--- src/rtl/ben_cc_unit.sv ---
// LC-3 condition-code register, branch-enable latch and saved-NZP LIFO.
// BEN optionally sees the NZP being written in the same cycle (BYPASS_EN).
module ben_cc_unit #(
    parameter int DATA_WIDTH  = 16,
    parameter int STACK_DEPTH = 4,
    parameter bit BYPASS_EN   = 1'b0
) (
    input  logic                  Clk,
    input  logic                  Reset,
    input  logic                  LD_CC,
    input  logic [DATA_WIDTH-1:0] BUS,
    input  logic                  LD_BEN,
    input  logic [2:0]            IR_11_9,
    input  logic                  CC_PUSH,
    input  logic                  CC_POP,
    output logic [2:0]            NZP,
    output logic                  BEN,
    output logic                  STACK_EMPTY,
    output logic                  STACK_FULL,
    output logic                  STACK_ERR
);

    localparam int CW = $clog2(STACK_DEPTH + 1);
    localparam int IW = (STACK_DEPTH > 1) ? $clog2(STACK_DEPTH) : 1;

    logic [2:0]    stack_mem [STACK_DEPTH];
    logic [CW-1:0] count;
    logic          empty, full;
    logic          push_ok, pop_ok, err_event;
    logic [IW-1:0] wr_idx, rd_idx;
    logic          n_bit, z_bit;
    logic [2:0]    nzp_gen, nzp_next, ben_src;

    assign empty  = (count == '0);
    assign full   = (count == CW'(STACK_DEPTH));
    assign wr_idx = IW'(count);
    assign rd_idx = IW'(count - CW'(1));

    // Simultaneous push and pop cancel each other and count as an error.
    assign push_ok   = CC_PUSH & ~CC_POP & ~full;
    assign pop_ok    = CC_POP & ~CC_PUSH & ~empty;
    assign err_event = (CC_PUSH & CC_POP) | (CC_PUSH & ~CC_POP & full) |
                       (CC_POP & ~CC_PUSH & empty);

    assign n_bit   = BUS[DATA_WIDTH-1];
    assign z_bit   = (BUS == '0);
    assign nzp_gen = {n_bit, z_bit, ~n_bit & ~z_bit};

    always_comb begin
        nzp_next = NZP;
        if (pop_ok) begin
            nzp_next = stack_mem[rd_idx];
        end else if (LD_CC) begin
            nzp_next = nzp_gen;
        end
    end

    always_comb begin
        ben_src = NZP;
        if (BYPASS_EN && LD_CC) begin
            ben_src = nzp_next;
        end
    end

    always_ff @(posedge Clk) begin
        if (Reset) begin
            NZP       <= 3'b010;
            BEN       <= 1'b0;
            count     <= '0;
            STACK_ERR <= 1'b0;
        end else begin
            NZP <= nzp_next;
            if (LD_BEN) begin
                BEN <= |(IR_11_9 & ben_src);
            end
            if (push_ok) begin
                count <= count + CW'(1);
            end else if (pop_ok) begin
                count <= count - CW'(1);
            end
            if (err_event) begin
                STACK_ERR <= 1'b1;
            end
        end
    end

    // Stack contents need no reset; only count decides what is valid.
    always_ff @(posedge Clk) begin
        if (!Reset && push_ok) begin
            stack_mem[wr_idx] <= NZP;
        end
    end

    assign STACK_EMPTY = empty;
    assign STACK_FULL  = full;

endmodule

--- config.mk ---
export PLATFORM = sky130hd
export DESIGN_NAME = ben_cc_unit
export DESIGN_NICKNAME = d
export VERILOG_FILES = /design/src/rtl/ben_cc_unit.sv
export SDC_FILE = /design/constraint.sdc
export NUM_CORES = 1
export LEC_CHECK = 0
export CAP_MARGIN = 20
export CORE_UTILIZATION = 28
export DETAILED_ROUTE_END_ITERATION = 16
export GPL_ROUTABILITY_DRIVEN = 0
export PLACE_DENSITY = 0.63
export SYNTH_ARGS = -nofsm -noshare
export SYNTH_HDL_FRONTEND = slang
export SYNTH_SLANG_ARGS = --single-unit
--- constraint.sdc ---
create_clock -name Clk -period 2.7 [get_ports Clk]
set_clock_uncertainty 0.2 [all_clocks]
set_input_delay 0.27 -clock Clk [delete_from_list [all_inputs] [get_ports Clk]]
set_output_delay 0.27 -clock Clk [all_outputs]
set_load 0.03 [all_outputs]
======== After elaboration in Yosys (flattened, before gate mapping) ========
Memories as Yosys holds them, arrays and structs flattened.
Index checks and enable logic that the tools add are counted.
storage, ports and cells
  register bits ........................... 8
  memory bits (writable) .................. 12
  bits of input ports ..................... 25
  output and inout port bits .............. 7
  logic and storage cells ................. 38
  memories kept ........................... 1
operators by class
  add/sub/neg operators ................... 2
  eq/ne operators ......................... 1
  mux-type cells .......................... 6
  bitwise gates (word level) .............. 17
  reductions and logical operators ........ 7
memories
  name       words  bits a word  rd ports  clocked after Yosys merged registers in  wr ports  line  source
  stack_mem  4      3            1         0                                        1         26    logic [2:0] stack_mem [STACK_DEPTH];
operators by type and width
  cell                                               number
  logical NOT 16 bit                                 1
  two-way mux 3 bit                                  4
  bitwise AND 1 bit                                  8
  NOT 1 bit                                          6
  nonzero test 2 bit                                 2
  adder 3 x 1 -> 3 bit (second input constant)       1
  bitwise AND 3 bit                                  1
  == test 3 bit (second input constant)              1
  logical NOT 3 bit                                  1
  OR reduction 3 bit                                 1
  subtractor 3 x 1 -> 3 bit (second input constant)  1
  two-way mux 1 bit                                  2
  OR 1 bit                                           2
  logical AND 1 bit                                  1
  logical NOT 1 bit                                  1

======== Depth between registers and ports, before layout ========
  word-level depth ........................ 6
  gate-level depth with buffers ........... 7
  gate-level depth less buffers ........... 6

======== Least setup slack after synthesis ========
OpenSTA, ideal clock, no wires.
  kind .................................... flip-flop to flip-flop
  start ................................... register count[0]
  end ..................................... register NZP[0]
  arrival ................................. 1,527 ps
  data required time ...................... 2,379 ps
  path slack .............................. 852 ps
  stages on the path, launching flop included .. 8
  path buffers ............................ 1
  clock period less this slack ............ 1,848 ps
  cell sequence ........................... dfxtp_1 > buf_6 > inv_1 > ha_1 > mux4_2 > and3_1 > a31oi_1 > a21oi_1
on the way
  longest elaborated chain between the ends .. 4
  elaborated cells on any way between the ends .. 7
  those cells by class .................... 1 x add/sub; 1 x mux; 2 x bitwise; 2 x reduce/logical; 1 x memory
ends and longest elaborated chain
  what                                                                               line  source
  start: declaration                                                                 27    logic [CW-1:0] count;
  start signal: assignment                                                           77    count <= count + CW'(1);
  start signal: assignment                                                           79    count <= count - CW'(1);
  parallel branches: the longest is 4 deep, another holds subtractor 3 x 1 -> 3 bit  n/a
  end signal: assignment                                                             72    NZP <= nzp_next;
  end: declaration                                                                   16    output logic [2:0] NZP,
Several ways; the timed one is not identified.
A chain may end at the register's enable or synchronous reset.

======== Worst setup path after layout ========
  start ................................... register count[1]
  end ..................................... output port STACK_FULL
on the way
  longest elaborated chain between the ends .. 1
ends and longest elaborated chain
  what              line  source
  == test 3 bit     35    assign full = (count == CW'(STACK_DEPTH));
  end: declaration  19    output logic STACK_FULL,
Every way passes these cells.

==> reports/qor.csv <==
metric,value,unit
async_flop_share,0,%
synth_top_area_share,36.5,%
critPathKind,reg -> out,
clock_path_buffers,2,
crit_fanout,4,
antenna_found_initial,0,
cts_resized,0,
portBuffers,31,
slew_headroom,75.6,%
syn_to_final_growth,40.8,%
crit_required,2.23,ns
synthCells,79,
drcViolationCount,0,
overflow,0,
synth-edff-count,12,
yosysWarnings,0,
setup_viol,0,
stdcell_count,159,
status,finished clean,
syn_avg_cell_area,12.5,um2
switching_power,0.190,mW
cellLeakagePower,0.498,nW
die_height,61.4,um
syn_nets,109,
dp.cells,155,
num_vias,756,
ys_seq_area_share,52.7,%
critPathMaxStageDelay,0.66,ns
root_buffer,clkbuf_4,
clkSinkCount,20,
grt_pass1_vias,748,
grt_pass1_wl,3150,um
hp-class,reg -> reg,
synth.largest_area_cell,edfxtp_1,
cp_cell_sequence,inv_1 > ha_1 > nand2_1 > inv_1 > clkdlybuf4s50_1,
holdBufCountCts,0,
hold_viol_final,0,
ant_nets,0,
critPathCaptureType,primary output,
htree_levels,1,
synth_seq_cells,20,
ys_top_cells_by_area,"edfxtp_1 (37%), dfxtp_1 (16%), ha_1 (6.3%)",
crit_buf_inv,3,
grt_max_degree,13,
fp.dieW,61.4,um
cpMostUsedCell,inv_1,
max_cap_violations,0,
cts_buffers,3,
dr.pass1.iters,5,
wirelength,2050,um
clock_latency,0.30,ns
cts.reportedPaths.clkPinSlew,0.10,ns
synthFlopType,edfxtp_1,
combPwrFrac,23.1,%
switching_share,24.5,%
first_iter_violations,7,
finalCritPeriodShare,87.3,%
vias_per_cell,4.75,
max_freq,424,MHz
netlist-cell-type-count,30,
syn_area,987,um2
drive_above_1_share,12.4,%
num_rows,21,
finalCriticalPeriod,2.36,ns
internal_power,0.585,mW
tightest_slew,0.365,ns
nets,144,
core-area,0.00336,mm2
diodes,0,
n_fill_cell,339,
arrival,1.89,ns
sequentialPowerShare,46.0,%
vdd_drop_max,0.181,mV
p_per_area,558,mW/mm2
cp_top_family,buffers and inverters,
io-pin-count,32,
rsz0062_at_grt,no,
final_max_slew_viol_count,0,
grt_usage,12.1,%
die_area,0.00377,mm2
worst_setup_path_start_kind,flop,
cts_tree,done,
postCtsSetupBuffers,0,
wl_per_cell,12.9,um
clkPwrFrac,31.0,%
start_util,29.4,%
slowest_stage,clkdlybuf4s50_1,
fin_setup_tns,0,ns
## through the flow
step	power, mW	setup WS (ns)	utilization [%]	area [um2]	hold slack, ns
2_1_floorplan	0.462	0.852	-	987	0.163
3_3_place_gp	0.540	0.685	39.8	1340	0.272
3_5_place_dp	0.542	0.646	39.8	1340	0.285
4_1_cts	0.781	0.335	41.3	1390	0.311
5_1_grt	0.805	0.208	41.3	1390	0.337
6_report	0.775	0.344	41.3	1390	0.309
## worst paths after layout
| kind | from | end | slack (ns) | cells past startpoint |
|---|---|---|---|---|
| setup reg to reg | count[1]$_SDFFE_PP0P_ | NZP[0]$_SDFFE_PP0P_ | 0.73 | 6 |
| setup / recovery | count[1]$_SDFFE_PP0P_ | STACK_FULL | 0.34 | 5 |
| hold / removal | STACK_ERR$_SDFFE_PP0P_ | STACK_ERR$_SDFFE_PP0P_ | 0.31 | 2 |
| hold reg to reg | STACK_ERR$_SDFFE_PP0P_ | STACK_ERR$_SDFFE_PP0P_ | 0.31 | 2 |
## final cells by class
class | count | area (um2) | area share [%]
Inverter | 5 | 18.8 | 1.35
Clock buffer | 3 | 22.5 | 1.62
Sequential cell | 20 | 520 | 37.4
Tap cell | 46 | 57.6 | 4.14
Clock inverter | 1 | 30.0 | 2.16
Timing Repair Buffer | 32 | 318 | 22.9
Multi-Input combinational cell | 52 | 423 | 30.4
## synthesized netlist by cell type (2+ instances only)
| cell | n |
|---|---|
| a31oi_1 | 2 |
| a211oi_1 | 2 |
| and2_1 | 4 |
| nand3_1 | 5 |
| nor2_1 | 4 |
| nand2_1 | 3 |
| edfxtp_1 | 12 |
| mux2_2 | 2 |
| nor4_1 | 4 |
| mux4_2 | 2 |
| dfxtp_1 | 8 |
| a21oi_1 | 5 |
| ha_1 | 5 |
| inv_1 | 5 |
## worst reg2reg max path: stages, from the launching register on
cell	delay (ns)
dfxtp_1	0.39
inv_1	0.10
ha_1	0.40
mux4_2	0.35
and3_1	0.21
a31oi_1	0.15
a21oi_1	0.08
## cells by family after synthesis
logic type,count (synthesis),synth area share [%]
compound gates,13,8.87
fa+ha+maj,5,6.34
buf+inv,7,4.44
flops,20,52.7
mux,6,10.5
simple gates,28,17.1
## routing by layer
metal  track usage (%)  vias up  routed length, um
li1                  -      369                  -
met3              2.52        5                 84
met4              5.71        0                 50
met1              14.3      358                880
met2              21.0       24               1030
met5                 0        -                  0
## cell usage in the layout (no fill, tap or decap), types with 3 or more instances in the layout
| cell type | n |
|---|---|
| a21oi_1 | 5 |
| and2_1 | 4 |
| clkbuf_4 | 3 |
| clkdlybuf4s50_1 | 31 |
| dfxtp_1 | 8 |
| edfxtp_1 | 12 |
| ha_1 | 5 |
| inv_1 | 5 |
| nand2_1 | 3 |
| nand3_1 | 5 |
| nor2_1 | 4 |
| nor4_1 | 4 |
## power by group through the flow
stage          Combinational [mW]  Sequential, mW  Clock (mW)
6_report                    0.179           0.356       0.240
5_1_grt                     0.193           0.358       0.254
4_1_cts                     0.180           0.357       0.245
3_5_place_dp                0.178           0.364           0
3_3_place_gp                0.177           0.363           0
2_1_floorplan              0.0885           0.374           0
## registers in the layout, indices dropped and copies added (netlist names)
signal,cells
stack_mem,12
NZP,3
count,3
BEN,1
STACK_ERR,1
Power figures use the tool's default switching activity.
